$ cat src/rtl/alu_pipe_core.sv
// Three-stage (EX/MEM/WB) integer execute core with full forwarding, valid/ready
// handshakes on both sides, status flags and a combinational debug register read.
module alu_pipe_core #(
  parameter int XLEN = 32,
  parameter int AW   = 5
) (
  input  logic              clk,
  input  logic              rst,
  input  logic              in_valid,
  output logic              in_ready,
  input  logic [3*AW+5:0]   in_instr,
  output logic              out_valid,
  input  logic              out_ready,
  output logic [AW-1:0]     out_rd,
  output logic [XLEN-1:0]   out_data,
  output logic              out_zero,
  output logic              out_ovf,
  output logic              out_illegal,
  input  logic [AW-1:0]     dbg_addr,
  output logic [XLEN-1:0]   dbg_data
);

  localparam int NREG = 1 << AW;
  localparam int SW   = $clog2(XLEN);
  localparam int M    = XLEN - 1;

  localparam logic [5:0] F_NOR  = 6'b000100;
  localparam logic [5:0] F_ADD  = 6'b000101;
  localparam logic [5:0] F_SUB  = 6'b000110;
  localparam logic [5:0] F_NAND = 6'b000111;
  localparam logic [5:0] F_AND  = 6'b001000;
  localparam logic [5:0] F_OR   = 6'b001001;
  localparam logic [5:0] F_XOR  = 6'b001010;
  localparam logic [5:0] F_SLL  = 6'b001011;
  localparam logic [5:0] F_SRL  = 6'b001100;
  localparam logic [5:0] F_SRA  = 6'b001101;
  localparam logic [5:0] F_SLT  = 6'b001110;
  localparam logic [5:0] F_SLTU = 6'b001111;
  localparam logic [5:0] F_LDI  = 6'b010000;

  logic [XLEN-1:0] regs [NREG];

  logic [5:0]      in_funct;
  logic [AW-1:0]   in_rd, in_rs, in_rt;
  logic            stall, accept;
  logic [XLEN-1:0] op_a, op_b;

  logic            ex_valid;
  logic [5:0]      ex_funct;
  logic [AW-1:0]   ex_rd;
  logic [XLEN-1:0] ex_a, ex_b;

  logic [XLEN-1:0] alu_res, sum, diff;
  logic [SW-1:0]   sh;
  logic            alu_ovf, alu_ill;

  logic            mem_valid, mem_zero, mem_ovf, mem_ill;
  logic [AW-1:0]   mem_rd;
  logic [XLEN-1:0] mem_data;

  logic            wb_valid, wb_zero, wb_ovf, wb_ill;
  logic [AW-1:0]   wb_rd;
  logic [XLEN-1:0] wb_data;

  assign in_funct = in_instr[3*AW+5:3*AW];
  assign in_rd    = in_instr[3*AW-1:2*AW];
  assign in_rs    = in_instr[2*AW-1:AW];
  assign in_rt    = in_instr[AW-1:0];

  assign stall    = wb_valid && !out_ready;
  assign in_ready = !stall;
  assign accept   = in_valid && in_ready;

  // Youngest producer wins; r0 and illegal instructions never forward.
  function automatic logic [XLEN-1:0] fwd(input logic [AW-1:0] src);
    if (src == '0)                                  return '0;
    if (ex_valid  && !alu_ill && ex_rd  == src)     return alu_res;
    if (mem_valid && !mem_ill && mem_rd == src)     return mem_data;
    if (wb_valid  && !wb_ill  && wb_rd  == src)     return wb_data;
    return regs[src];
  endfunction

  always_comb begin
    op_a = fwd(in_rs);
    op_b = fwd(in_rt);
    if (in_funct == F_LDI) begin
      op_a = XLEN'({in_rs, in_rt});
      op_b = '0;
    end
  end

  assign sum  = ex_a + ex_b;
  assign diff = ex_a - ex_b;
  assign sh   = ex_b[SW-1:0];

  always_comb begin
    alu_res = '0;
    alu_ovf = 1'b0;
    alu_ill = 1'b0;
    case (ex_funct)
      F_NOR:  alu_res = ~(ex_a | ex_b);
      F_ADD: begin
        alu_res = sum;
        alu_ovf = (ex_a[M] == ex_b[M]) && (sum[M] != ex_a[M]);
      end
      F_SUB: begin
        alu_res = diff;
        alu_ovf = (ex_a[M] != ex_b[M]) && (diff[M] != ex_a[M]);
      end
      F_NAND: alu_res = ~(ex_a & ex_b);
      F_AND:  alu_res = ex_a & ex_b;
      F_OR:   alu_res = ex_a | ex_b;
      F_XOR:  alu_res = ex_a ^ ex_b;
      F_SLL:  alu_res = ex_a << sh;
      F_SRL:  alu_res = ex_a >> sh;
      F_SRA:  alu_res = $signed(ex_a) >>> sh;
      F_SLT:  alu_res = XLEN'($signed(ex_a) < $signed(ex_b));
      F_SLTU: alu_res = XLEN'(ex_a < ex_b);
      F_LDI:  alu_res = ex_a;
      default: alu_ill = 1'b1;
    endcase
  end

  always_ff @(posedge clk or posedge rst) begin
    if (rst) begin
      ex_valid  <= 1'b0;
      ex_funct  <= '0;
      ex_rd     <= '0;
      ex_a      <= '0;
      ex_b      <= '0;
      mem_valid <= 1'b0;
      mem_rd    <= '0;
      mem_data  <= '0;
      mem_zero  <= 1'b0;
      mem_ovf   <= 1'b0;
      mem_ill   <= 1'b0;
      wb_valid  <= 1'b0;
      wb_rd     <= '0;
      wb_data   <= '0;
      wb_zero   <= 1'b0;
      wb_ovf    <= 1'b0;
      wb_ill    <= 1'b0;
    end else if (!stall) begin
      ex_valid <= accept;
      if (accept) begin
        ex_funct <= in_funct;
        ex_rd    <= in_rd;
        ex_a     <= op_a;
        ex_b     <= op_b;
      end
      mem_valid <= ex_valid;
      mem_rd    <= ex_rd;
      mem_data  <= alu_res;
      mem_zero  <= (alu_res == '0);
      mem_ovf   <= alu_ovf;
      mem_ill   <= alu_ill;
      wb_valid  <= mem_valid;
      wb_rd     <= mem_rd;
      wb_data   <= mem_data;
      wb_zero   <= mem_zero;
      wb_ovf    <= mem_ovf;
      wb_ill    <= mem_ill;
    end
  end

  // r0 is never written, so it reads as zero forever after reset.
  always_ff @(posedge clk or posedge rst) begin
    if (rst) begin
      for (int i = 0; i < NREG; i++) regs[i] <= '0;
    end else if (wb_valid && out_ready && !wb_ill && wb_rd != '0) begin
      regs[wb_rd] <= wb_data;
    end
  end

  assign out_valid   = wb_valid;
  assign out_rd      = wb_rd;
  assign out_data    = wb_data;
  assign out_zero    = wb_zero;
  assign out_ovf     = wb_ovf;
  assign out_illegal = wb_ill;
  assign dbg_data    = regs[dbg_addr];

endmodule

$ cat config.mk
export PLATFORM = sky130hd
export DESIGN_NAME = alu_pipe_core
export DESIGN_NICKNAME = d
export VERILOG_FILES = /design/src/rtl/alu_pipe_core.sv
export SDC_FILE = /design/constraint.sdc
export NUM_CORES = 2
export LEC_CHECK = 0
export CORE_ASPECT_RATIO = 0.6
export CORE_UTILIZATION = 40
export DETAILED_ROUTE_END_ITERATION = 8
export PLACE_DENSITY = 0.63
export SLEW_MARGIN = 20
export SYNTH_ARGS = -nofsm -noshare
export SYNTH_HDL_FRONTEND = slang
export SYNTH_SLANG_ARGS = --single-unit
$ cat constraint.sdc
create_clock -name clk -period 80.7 [get_ports clk]
set_input_delay 16.14 -clock clk [delete_from_list [all_inputs] [get_ports clk]]
set_output_delay 16.14 -clock clk [all_outputs]
set_load 0.02 [all_outputs]
==> reports/qor_table.md <==
| Quantity | Reported | Unit |
|:---|:---|:---|
| Number of antenna violations at the first check in global routing | 10 | - |
| Class of the tightest hold or removal check | reg -> reg | - |
| Unique masters post-synth | 95 | - |
| Worst path slowest cell | buf_4 | - |
| Average footprint of a synthesized cell | 12.32 | sq um |
| Critical Path Fanout Max | 65 | - |
| Max-slew violation total from the final report | 0 | - |
| Setup fix buffers added after clock tree synthesis | 0 | - |
| Switching power | 0.001089 | W |
| Unrepaired setup endpoints after global routing | false | - |
| Portion of the post-synthesis area used by sequential elements | 36.49 | % |
| Avg WL per Cell | 34.46 | um |
| Overall die area | 204500 | sq um |
| Placed insts | 8866 | - |
| Iter 0 DRT Violations | 8748 | - |
| Io pins | 104 | - |
| Clock network power share | 22.3 | % |
| Sum of negative setup slack | 0 | ns |
| Clock Latency Late Sink | 0.76 | ns |
| HPWL Detailed | 194800 | um |
| Vias per cell | 6.917 | - |
| Cell area after synthesis | 81050 | sq um |
| Sort of element at the start of the critical path | input port | - |
| Final number of hold-violating endpoints | 0 | - |
| Flop pwr share | 35.8 | % |
| Number of enable-type register cells in the synthesized netlist | 0 | - |
| Number of nets in the synthesized netlist | 6716 | - |
| Number of hold buffers added after cts | 0 | - |
| Worst path arrival time | 20.30 | ns |
| Max-cap viol count | 0 | - |
| CP Buf/Inv Count | 4 | - |
| Post-Route WL | 313100 | um |
| Proportion of register bits with asynchronous set or reset after synthesis | 100.0 | % |
| First-pass detailed-route iteration total | 6 | - |
| Detailed-route via count | 62850 | - |
| Number of global-route vias before repair | 61150 | - |
| Worst slack, placed | 43.95 | ns |
| TritonCTS clock tree | built | - |
| Switch share | 40.80 | % |
| Worst-case clock buffer depth | 3 | - |
| Warning count from the yosys run | 0 | - |
| Final GP Congestion | 1.012 | - |
| Port-buffer cells | 103 | - |
| Share of layout cells above drive strength 1 | 38.92 | % |
| Clock Root Buffer | clkbuf_16 | - |
| Global-route wire length before repair | 456600 | um |
| FF+latch count, synth | 1182 | - |
| Setup skew after layout | 0.05945 | ns |
| Crit path required time | 64.56 | ns |
| Category of the most critical setup path | in -> out | - |
| Total gr overflow | 0 | - |
| Cells along the critical path | buf_8, buf_4, buf_6, mux4_2, mux4_2, mux2_2, clkdlybuf4s50_1 | - |
| Logic pwr share | 41.9 | % |
| Row count | 127 | - |
| Highest clock rate | 27.44 | MHz |
| Aggregate global-route resource usage | 30.45 | % |
| Top cell type by total area after synthesis | dfrtp_1 | - |
| Number of standard cells after synthesis | 6579 | - |
| Core Area | 200500 | sq um |
| Kind of capture point of the worst setup path | primary output | - |
| Worst stage delay on the critical path | 0.73 | ns |
| Total power divided by cell area | 30.10 | nW/um^2 |
| Cts bufs inserted | 114 | - |
| Fin util | 44.22 | % |
| H-Tree Depth | 3 | - |
| Die Span Y | 350.7 | um |
| Horizontal die dimension | 583.1 | um |
| Minimum period implied by the final worst setup slack | 36.44 | ns |
| Relative slew slack | 9.273 | % |
| Cell repeated most along the worst path | mux4_2 | - |
| Remaining antenna violation count after routing | 0 | - |
| Starting density of the core | 40.42 | % |
| Smallest setup slack after layout | 44.26 | ns |
| Internal Pwr Total | 0.001580 | W |
| Least-Margin Pin Slew | 1.356 | ns |
| Cell types occupying the most area after synthesis | dfrtp_1 (36%), mux4_2 (23%), mux2_2 (16%) | - |
| Final-stage net count | 6410 | - |
| Most common cell after layout, fill and taps aside | dfrtp_1 | - |
| Clock sink count | 1182 | - |
| Kind of cell adding the most delay to the critical path | buffers and inverters | - |
| Top cell type's share of synthesized area | 36.49 | % |
| Clock transition at the registers of the reported paths | 0.06 | ns |
| Post-layout instance count excluding filler cells | 9086 | - |
| DRC violation count after routing | 0 | - |
| Highest ir drop seen on vdd | 0.00002140 | V |
| Status | finished clean | - |
| Portion of the clock cycle consumed by the worst path in the final layout | 45.15 | % |
| PnR Total Power | 0.002669 | W |
| Post-CTS sizing | 0 | - |
| Ys flop type | dfrtp_1 | - |
| Reported leakage power | 38.44 | nW |
| Final setup violation count | 0 | - |
| Leading cell types in the layout, fill and taps excluded | dfrtp_1 (1173), mux2_2 (1130), mux4_2 (838) | - |
| Largest net degree at the start of global routing | 163 | - |
| Layout-stage area growth over the synthesis result | 9.404 | % |
==> cells by family after synthesis <==
kind of cell / share of synthesized area, %
adder cells (fa/ha/maj): 1.670
AND/OR/NAND/NOR: 6.039
multiplexers: 42.74
XOR/XNOR: 0.4539
AO/OA/AOI/OAI: 8.670
flip-flops: 36.49
buffers and inverters: 3.935
==> synthesized netlist by cell type (all sizes together), types with 7 or more instances <==
cell / instances
nor2b: 25
and2: 15
a211oi: 59
o22ai: 28
inv: 104
xnor2: 21
a2111oi: 7
nand4: 23
xor2: 21
o221ai: 16
or3: 8
nand2: 423
mux2i: 290
nor2: 371
a22oi: 60
a311oi: 8
and3: 14
o211a: 7
a21oi: 225
o311ai: 10
o211ai: 66
mux2: 1137
a221o: 19
ha: 105
a221oi: 94
nand2b: 19
o31ai: 21
a31oi: 20
nor3: 59
o2111ai: 14
dfrtp: 1182
mux4: 839
nand3: 52
or4: 9
clkbuf: 504
a22o: 34
nor4: 25
a21o: 18
buf: 209
or2: 16
o21ai: 299
==> power by group through the flow <==
stage	sequential, W	combinational (W)	clock, W
finish	0.000954	0.00112	0.000596
global route	0.000974	0.00118	0.000628
CTS	0.000943	0.00109	0.000602
detailed placement	0.000951	0.00108	0
global placement	0.000944	0.00106	0
floorplan	0.000885	0.000751	0
==> cell type report <==
class,instances,area (sq um)
antenna,5,12.51
clock buffer,150,3199
clock inverter,65,887.1
fill,18060,111900
inverter,105,404.1
multi-input combinational,4579,48650
sequential,1182,29590
tap,2709,3390
timing repair buffer,291,2539
==> final timing paths <==
path	startpoint	to	slack (ns)	cells after the start
worst max-delay path	dbg_addr[0]	dbg_data[6]	44.26	7
worst min-delay path	regs[1003]	regs[1003]	0.42	0
worst max register to register	ex_b[0]	mem_zero	73.24	15
worst min register to register	regs[1003]	regs[1003]	0.42	0
max in group asynchronous	rst	regs[765]	60.78	6
min in group asynchronous	rst	regs[523]	15.94	2
==> registers in the layout (all words and copies together), names as in the netlist <==
signal / flops
out_data: 32
mem_data: 32
out_ovf: 1
mem_valid: 1
ex_valid: 1
mem_rd: 5
ex_rd: 5
mem_zero: 1
ex_b: 32
mem_ovf: 1
out_illegal: 1
regs: 1024
out_valid: 1
mem_ill: 1
ex_a: 32
ex_funct: 6
out_rd: 5
out_zero: 1
==> per-stage QoR <==
stage | area, sq um | hold WS (ns)
6_report | 88670 | 0.4198
5_1_grt | 88660 | 0.4264
4_1_cts | 88630 | 0.4170
3_5_place_dp | 84540 | 0.4022
3_3_place_gp | 84530 | 0.4010
2_1_floorplan | 81050 | 0.4409
==> routing by layer <==
metal / GRT usage, % / vias up / share of wire (%)
li1: - / 24860 / -
met1: 44.01 / 32990 / 42
met2: 41.68 / 4342 / 41
met3: 11.67 / 641 / 14
met4: 9.538 / 14 / 3.5
met5: 0 / - / 0.031
Power figures use the tool's default switching activity.
